<file path="src/rtl/irrigation_pkg.sv">
// Shared encodings for the irrigation scheduler: zone states, display mode codes
// and the run-counter width helper.
package irrigation_pkg;

    typedef enum logic [2:0] {
        ST_IDLE       = 3'd0,
        ST_SPRK_DRIP  = 3'd1,
        ST_COMBO_DRIP = 3'd2,
        ST_DRIP       = 3'd3,
        ST_SPRINKLE   = 3'd4
    } zone_state_e;

    localparam logic [2:0] CODE_IDLE  = 3'b000;
    localparam logic [2:0] CODE_COMBO = 3'b001;
    localparam logic [2:0] CODE_DRIP  = 3'b010;
    localparam logic [2:0] CODE_SPRK  = 3'b100;

    function automatic int cnt_width(input int max_ticks);
        return $clog2(max_ticks + 1);
    endfunction

    // Both combo phases report the combo code so the display does not flicker at the switch.
    function automatic logic [2:0] code_of(input zone_state_e s);
        case (s)
            ST_SPRK_DRIP, ST_COMBO_DRIP: return CODE_COMBO;
            ST_DRIP:                     return CODE_DRIP;
            ST_SPRINKLE:                 return CODE_SPRK;
            default:                     return CODE_IDLE;
        endcase
    endfunction

endpackage

</file>
<file path="src/rtl/irrigation_zone_fsm.sv">
// One irrigation zone: mode decode on start, latched mode while running,
// tick-driven run counter with combo phase switch and timeout.
module irrigation_zone_fsm
    import irrigation_pkg::*;
#(
    parameter int SPRINK_TICKS = 1350,
    parameter int MAX_TICKS    = 3600
) (
    input  logic       clk,
    input  logic       reset,
    input  logic       tick,
    input  logic       kill,
    input  logic       start_en,
    input  logic       t,
    input  logic       ua,
    input  logic       us,
    output logic       valve_sprk,
    output logic       valve_drip,
    output logic [2:0] code,
    output logic       run_done
);

    localparam int CW = cnt_width(MAX_TICKS);
    localparam logic [CW-1:0] LAST_TICK  = CW'(MAX_TICKS - 1);
    localparam logic [CW-1:0] SPRINK_END = CW'(SPRINK_TICKS);

    zone_state_e   state, state_nx;
    logic [CW-1:0] cnt, cnt_nx;
    logic          done_nx;

    always_comb begin
        state_nx = state;
        cnt_nx   = cnt;
        done_nx  = 1'b0;
        if (state == ST_IDLE) begin
            cnt_nx = '0;
            if (start_en && !us) begin
                if (!ua)    state_nx = ST_SPRINKLE;
                else if (t) state_nx = ST_DRIP;
                else        state_nx = ST_SPRK_DRIP;
            end
        end else if (kill || us) begin
            state_nx = ST_IDLE;
            cnt_nx   = '0;
        end else if (tick) begin
            // Timeout is taken as the counter would reach MAX_TICKS, so it never wraps.
            if (cnt >= LAST_TICK) begin
                state_nx = ST_IDLE;
                cnt_nx   = '0;
                done_nx  = 1'b1;
            end else begin
                cnt_nx = cnt + 1'b1;
                if (state == ST_SPRK_DRIP && cnt_nx == SPRINK_END)
                    state_nx = ST_COMBO_DRIP;
            end
        end
    end

    always_ff @(posedge clk or posedge reset) begin
        if (reset) begin
            state      <= ST_IDLE;
            cnt        <= '0;
            valve_sprk <= 1'b0;
            valve_drip <= 1'b0;
            code       <= CODE_IDLE;
            run_done   <= 1'b0;
        end else begin
            state      <= state_nx;
            cnt        <= cnt_nx;
            valve_sprk <= (state_nx == ST_SPRK_DRIP) || (state_nx == ST_SPRINKLE);
            valve_drip <= (state_nx == ST_COMBO_DRIP) || (state_nx == ST_DRIP);
            code       <= code_of(state_nx);
            run_done   <= done_nx;
        end
    end

endmodule

</file>
<file path="src/rtl/irrigation_scheduler.sv">
// Multi-zone irrigation scheduler: registers the low-water fault and fans the
// global enable/override out to one FSM per zone.
module irrigation_scheduler
    import irrigation_pkg::*;
#(
    parameter int N_ZONES      = 4,
    parameter int SPRINK_TICKS = 1350,
    parameter int MAX_TICKS    = 3600
) (
    input  logic                 clk,
    input  logic                 reset,
    input  logic                 tick,
    input  logic                 init,
    input  logic                 low_water,
    input  logic [N_ZONES-1:0]   T,
    input  logic [N_ZONES-1:0]   Ua,
    input  logic [N_ZONES-1:0]   Us,
    output logic [N_ZONES-1:0]   valve_sprk,
    output logic [N_ZONES-1:0]   valve_drip,
    output logic [3*N_ZONES-1:0] type_of_irrigation_state,
    output logic [N_ZONES-1:0]   run_done,
    output logic                 fault
);

    logic kill, start_en;

    always_ff @(posedge clk or posedge reset) begin
        if (reset) fault <= 1'b0;
        else       fault <= low_water;
    end

    // Starts are also blocked for the cycle after low_water drops, while fault is still set.
    assign kill     = low_water | ~init;
    assign start_en = init & ~low_water & ~fault;

    for (genvar i = 0; i < N_ZONES; i++) begin : g_zone
        irrigation_zone_fsm #(
            .SPRINK_TICKS (SPRINK_TICKS),
            .MAX_TICKS    (MAX_TICKS)
        ) u_zone (
            .clk        (clk),
            .reset      (reset),
            .tick       (tick),
            .kill       (kill),
            .start_en   (start_en),
            .t          (T[i]),
            .ua         (Ua[i]),
            .us         (Us[i]),
            .valve_sprk (valve_sprk[i]),
            .valve_drip (valve_drip[i]),
            .code       (type_of_irrigation_state[3*i +: 3]),
            .run_done   (run_done[i])
        );
    end

endmodule

</file>
<file path="config.mk">
export PLATFORM = sky130hd
export DESIGN_NAME = irrigation_scheduler
export DESIGN_NICKNAME = d
export VERILOG_FILES = /design/src/rtl/irrigation_pkg.sv /design/src/rtl/irrigation_zone_fsm.sv /design/src/rtl/irrigation_scheduler.sv
export SDC_FILE = /design/constraint.sdc
export NUM_CORES = 1
export LEC_CHECK = 0
export CAP_MARGIN = 20
export CORE_UTILIZATION = 55
export DETAILED_ROUTE_END_ITERATION = 12
export GPL_ROUTABILITY_DRIVEN = 0
export PLACE_DENSITY = 0.81
export SYNTH_ARGS = -nofsm -noshare
export SYNTH_HDL_FRONTEND = slang
export SYNTH_SLANG_ARGS = --single-unit
</file>
<file path="constraint.sdc">
create_clock -name clk -period 4.8 [get_ports clk]
set_input_delay 0.48 -clock clk [delete_from_list [all_inputs] [get_ports clk]]
set_output_delay 0.48 -clock clk [all_outputs]
set_load 0.005 [all_outputs]
</file>
# Word level (Yosys, flattened, before mapping)
# Cells that the tools add are included.
[totals] ram_bits=0 latch_bits=0 mem_bits_ro=0 mem_count=0 register_bits=85
[op_classes] order_cmp=4 muxes=68 reduce_logical=36 n_div=0 mul=0 eq_ne=24 bitwise=6 n_shift=0 addsub=4
[ops] operator="two-way mux 12 bit" count=16
[ops] operator="two-way mux 3 bit" count=28
[ops] operator="adder 12 x 1 -> 12 bit (second input constant)" count=4
[ops] operator="== test 12 x 11 -> 1 bit (second input constant)" count=4
[ops] operator="greater-or-equal comparator 12 bit (second input constant)" count=4
[ops] operator="case mux 3 bit (3 select lines)" count=4
[ops] operator="== test 3 x 1 -> 1 bit (second input constant)" count=8
[ops] operator="== test 3 x 2 -> 1 bit (second input constant)" count=8
[ops] operator="two-way mux 1 bit" count=16
[ops] operator="== test 3 bit (second input constant)" count=4
[ops] operator="zero test 3 bit" count=4
[ops] operator="logical OR 1 bit" count=12
[ops] operator="nonzero test 3 bit" count=4
[ops] operator="logical AND 1 bit" count=8
[ops] operator="two-way mux 2 bit" count=4
[ops] operator="OR reduction 2 bit" count=4
[ops] operator="zero test 1 bit" count=4
[ops] operator="NOT 1 bit" count=3
[ops] operator="bitwise AND 1 bit" count=2
[ops] operator="bitwise OR 1 bit" count=1

# Logic depth before layout (Yosys ltp)
[logic_depth] ltp_word=11 ltp_mapped=10 ltp_nobuf=9

# Hierarchy
# Synthesis repeated with hierarchy kept, for this count alone.
[unflattened] hier_cells=580 hier_area_um2=5282.6
[modules_own_cells] mod="irrigation_zone_fsm" instances=4 seq_area_each_um2=525.5 area_per_inst_um2=1308.8 cells_each=144
[modules_own_cells] mod="irrigation_scheduler" instances=1 seq_area_each_um2=25.0 area_per_inst_um2=47.5 cells_each=4

# Least setup slack after synthesis
# No wires, ideal clock.
[synth_timing] kind="register -> register" startpoint="reg g_zone[0].u_zone.cnt[0]" endpoint="reg g_zone[0].u_zone.code[1]" t_required_ns=4.734 arrival_ns=2.162 setup_time_ns=0.066 period_less_slack_ns=2.228 setup_slack_ns=2.572 path_buffers=0 stages_incl_launch_ff=9 cell_sequence="dfrtp_1 ha_1 and3_1 nor4_1 a211oi_2 a2111oi_4 o21ai_2 a21oi_2 and2_1"
[synth_via] elab_chain_len=11
[synth_lines] element="start, declared" line="irrigation_zone_fsm.sv:28" source="logic [CW-1:0] cnt, cnt_nx;"
[synth_lines] element="start signal, assigned" line="irrigation_zone_fsm.sv:69" source="cnt <= cnt_nx;"
[synth_lines] element="adder 12 x 1 -> 12 bit" line="irrigation_zone_fsm.sv:52" source="cnt_nx = cnt + 1'b1;"
[synth_lines] element="== test 12 x 11 -> 1 bit" line="irrigation_zone_fsm.sv:53" source="if (state == ST_SPRK_DRIP && cnt_nx == SPRINK_END)"
[synth_lines] element="logical AND 1 bit" line="irrigation_zone_fsm.sv:53"
[synth_lines] element="two-way mux 3 bit" line="irrigation_zone_fsm.sv:53"
[synth_lines] element="two-way mux 3 bit (*)" line="irrigation_zone_fsm.sv:47" source="if (cnt >= LAST_TICK) begin"
[synth_lines] element="two-way mux 3 bit (*)" line="irrigation_zone_fsm.sv:45" source="end else if (tick) begin"
[synth_lines] element="two-way mux 3 bit (*)" line="irrigation_zone_fsm.sv:42" source="end else if (kill || us) begin"
[synth_lines] element="two-way mux 3 bit (*)" line="irrigation_zone_fsm.sv:35" source="if (state == ST_IDLE) begin"
[synth_lines] element="== test 3 x 2 -> 1 bit / == test 3 x 1 -> 1 bit (equally long branches)" line="irrigation_pkg.sv:24" source="case (s)"
[synth_lines] element="OR reduction 2 bit" line="irrigation_pkg.sv:24"
[synth_lines] element="case mux 3 bit (3 select lines) (*)" line="irrigation_pkg.sv:24"
[synth_lines] element="end signal, assigned" line="irrigation_zone_fsm.sv:72" source="code <= code_of(state_nx);"
[synth_lines] element="end, declared" line="irrigation_zone_fsm.sv:19" source="output logic [2:0] code,"
# Mark *: on every way between the ends. The rest lies on a longest branch, timed or not.
# A chain may end at the register's enable or synchronous reset.

# Worst setup path after layout
[layout_timing] startpoint="reg g_zone[1].u_zone.cnt[0]" endpoint="reg g_zone[1].u_zone.valve_sprk"
[layout_via] elab_chain_len=10
[layout_lines] element="start, declared" line="irrigation_zone_fsm.sv:28"
[layout_lines] element="start signal, assigned" line="irrigation_zone_fsm.sv:69"
[layout_lines] element="adder 12 x 1 -> 12 bit" line="irrigation_zone_fsm.sv:52"
[layout_lines] element="== test 12 x 11 -> 1 bit" line="irrigation_zone_fsm.sv:53"
[layout_lines] element="logical AND 1 bit" line="irrigation_zone_fsm.sv:53"
[layout_lines] element="two-way mux 3 bit" line="irrigation_zone_fsm.sv:53"
[layout_lines] element="two-way mux 3 bit (*)" line="irrigation_zone_fsm.sv:47"
[layout_lines] element="two-way mux 3 bit (*)" line="irrigation_zone_fsm.sv:45"
[layout_lines] element="two-way mux 3 bit (*)" line="irrigation_zone_fsm.sv:42"
[layout_lines] element="two-way mux 3 bit (*)" line="irrigation_zone_fsm.sv:35"
[layout_lines] element="net g_zone[1].u_zone.state_nx[0]" line="irrigation_zone_fsm.sv:27" source="zone_state_e state, state_nx;"
[layout_lines] element="== test 3 x 1 -> 1 bit / == test 3 bit (equally long branches)" line="irrigation_zone_fsm.sv:70" source="valve_sprk <= (state_nx == ST_SPRK_DRIP) || (state_nx == ST_SPRINKLE);"
[layout_lines] element="logical OR 1 bit (*)" line="irrigation_zone_fsm.sv:70"
[layout_lines] element="end signal, assigned" line="irrigation_zone_fsm.sv:70"
[layout_lines] element="end, declared" line="irrigation_zone_fsm.sv:17" source="output logic valve_sprk,"
# The timed path passes the listed nets; every way through them passes the cells marked *.

==> results.toml <==
[outcome]
status = "finished, final reports clean"

[yosys]
synthCells = 545
async_flop_share = 1.00
ys.flop_type = "dfrtp_1"
yosys.area_share.adder = 0.0203
yosys.area_share.simple = 0.277
syn_area_sq_um = 4930
yosys_warnings = 0
synth_compound_area_frac = 0.190
ys_types = 76
syn_area_per_cell_sq_um = 9.05
synthMuxAreaShare = 0.00659
syn-num-nets = 570
synth-seq-cells = 85
synth_edf_count = 0
synth_xor_area_frac = 0.0284
synth_top_family_by_area = "simple AND/OR/NAND/NOR gates"
synth-seq-area-share = 0.431

[worst_setup_path]
startpoint_type = "flop"
cp_max_fo = 13
crit_chain = "ha_1 > or3b_2 > o21ai_1 > a31oi_1 > a2111oi_4 > o21bai_2 > nand2b_1 > a32oi_1"
reg2reg_depth = 8
cpPeakStageDelay_ns = 0.48
worstPathRequired_ns = 5.06
endpoint_kind = "flop"
path_class = "flop to flop"
slowest_stage = "or3b_2"
crit_arrival_ns = 2.88

[grt]
grt_max_degree = 62
grt.overflow.total = 0
grt_antenna_before_repair = 0
grt_pass1_vias = 4042
grt_use_total = 0.251
grt_pass1_wl_mm = 19.2

[die]
fp.dieW_um = 96.7
die_h_um = 96.7
row_count = 34
core_area_sq_um = 8720
ios = 42
start_util = 0.566
dieArea_sq_um = 9350

[cts]
numCtsBuffers = 9
cts.sinks = 85
cts_resized = 0
cts_setup_buffers = 0
htree_num_levels = 3
clockBufferDepth = 2
clk_pin_slew_ns = 0.09
clkLatencyLatePin_ns = 0.35
root_buffer = "clkbuf_8"
hold_buffers = 0
cts_tree = "yes"

[finish]
fin_cells = 689
drive_above_1_share = 0.0809
antenna_cells = 0
synthToLayoutAreaGrowth_pct = 13.5
nets = 601
design_area_sq_um = 5600
utilization = 0.642

[flow_run]
drv_cap = 0

[sta]
rsz0062_at_grt = "no"
setup_tns_ns = 0
worstMarginPinSlew_ns = 0.853
period_share = 0.545
final_hold_viol_count = 0
hold_slack_ns = 0.345
min_period_ns = 2.62
clock_skew_ns = 0.00926
slew_viol_final = 0
fmax_mhz = 382
relSlewSlack = 0.426
setup_viol = 0

[drt]
first_iter_violations = 254
num_vias = 4314
dr.pass1.iters = 6
post_drt_wl_per_cell_um = 16.3
vias_per_cell = 6.26
drc = 0
drt_wl_total_mm = 11.2
ant_nets = 0

[power]
p_leak_uw = 0.00231
powerDensity_nw_per_um2 = 245
ir_worst_vdd_mv = 0.172

[worst_hold_path]
hp-class = "primary input to async pin"

[place]
placed_cell_area_sq_um = 5350
io_buffers = 41
post-dp-hpwl_mm = 8.02
placed_cells = 672
cells in the final DEF (no fill, tap or decap), drive strengths merged, types with 3 or more instances in the layout:
cell type,instances
a21boi,5
a21oi,28
a31oi,9
and2,5
and3,13
buf,5
clkbuf,13
clkdlybuf4s50,41
dfrtp,85
ha,8
inv,16
nand2,63
nand2b,12
nand3,29
nand3b,3
nand4,10
nand4b,3
nor2,52
nor2b,8
nor3,13
nor3b,4
nor4,13
nor4b,3
o211ai,3
o21ai,52
o31a,4
o31ai,15
or3,7
or3b,3
or4,4
xnor2,10
xor2,6
power by group:
group          leakage, uW  total [uW]  internal [uW]  switching [uW]
sequential         0.00118         725            720            4.51
combinational      0.00101        68.9           29.3            39.6
clock             0.000110         576            322             254
per-layer routing:
metal  up-vias  GRT usage  part of all wire
li1       2027          -                 -
met1      2082      0.328              0.43
met2       181      0.414              0.49
met3        24     0.0513             0.058
met4         0     0.0896             0.019
met5         -          0                 0
worst max-delay path: cells and delay by family (launching register included):
family                   cells  cell delay (ns)
AO/OA/AOI/OAI                5             0.97
flip-flops                   1             0.44
adder cells (fa/ha/maj)      1             0.44
AND/OR/NAND/NOR              2             0.67
through the flow:
step	total power [uW]	setup slack (ns)
finish	1370	2.18
global route	1420	1.98
CTS	1380	2.18
detailed placement	805	2.03
global placement	804	2.15
floorplan	772	2.13
path summary, 6_finish.rpt:
kind                                          from                     endpoint  slack (ns)
max in group asynchronous                    reset    g_zone[0].u_zone.state[1]        3.60
setup / recovery           g_zone[1].u_zone.cnt[0]  g_zone[1].u_zone.valve_sprk        2.18
min in group clk           g_zone[2].u_zone.cnt[8]      g_zone[2].u_zone.cnt[8]        0.54
setup reg to reg           g_zone[1].u_zone.cnt[0]  g_zone[1].u_zone.valve_sprk        2.18
hold reg to reg            g_zone[2].u_zone.cnt[8]      g_zone[2].u_zone.cnt[8]        0.54
hold / removal                               reset    g_zone[1].u_zone.run_done        0.35
cell usage after synthesis (3+ instances only):
cell	number	area share
dfrtp_1	85	0.43
nand2_1	63	0.048
nor2_1	52	0.040
o21ai_0	37	0.038
a21oi_1	27	0.027
nand3_1	27	0.027
inv_1	16	0.012
and3_1	13	0.016
buf_4	13	0.020
o31ai_1	13	0.020
nand2b_1	12	0.015
nor4_1	12	0.015
nor3_1	11	0.011
o21ai_1	11	0.011
xnor2_1	10	0.018
a31oi_1	9	0.011
nand4_1	9	0.011
ha_1	8	0.020
nor2b_1	8	0.010
clkbuf_1	7	0.0053
or3_1	6	0.0076
xor2_1	6	0.011
and2_1	5	0.0063
nor3b_1	4	0.0061
o31a_1	4	0.0071
a21boi_0	3	0.0046
buf_2	3	0.0030
nand3b_1	3	0.0046
nand4b_1	3	0.0053
nor4b_1	3	0.0053
o211ai_1	3	0.0046
o21ai_2	3	0.0053
sequential cells by signal (all words and copies together) (netlist names):
signal	flops
g_zone.u_zone.state	12
g_zone.u_zone.valve_sprk	4
g_zone.u_zone.code	12
g_zone.u_zone.valve_drip	4
fault	1
g_zone.u_zone.run_done	4
g_zone.u_zone.cnt	48
final cells by class:
type	count	area (sq um)
clock buffers	13	159
clock inverters	3	67.6
fillers	692	3120
inverters	17	65.1
multi-input cells	417	2580
flip-flops and latches	85	2130
well taps	108	135
repair buffers	46	468
cells by family (layout without fill, tap and decap cells):
kind of cell,count (synthesis),after routing
AO/OA/AOI/OAI,136,136
XOR/XNOR,16,16
adder cells (fa/ha/maj),8,8
buffers and inverters,43,79
flip-flops,85,85
multiplexers,3,3
AND/OR/NAND/NOR,254,254
(Power assumes the default switching activity.)
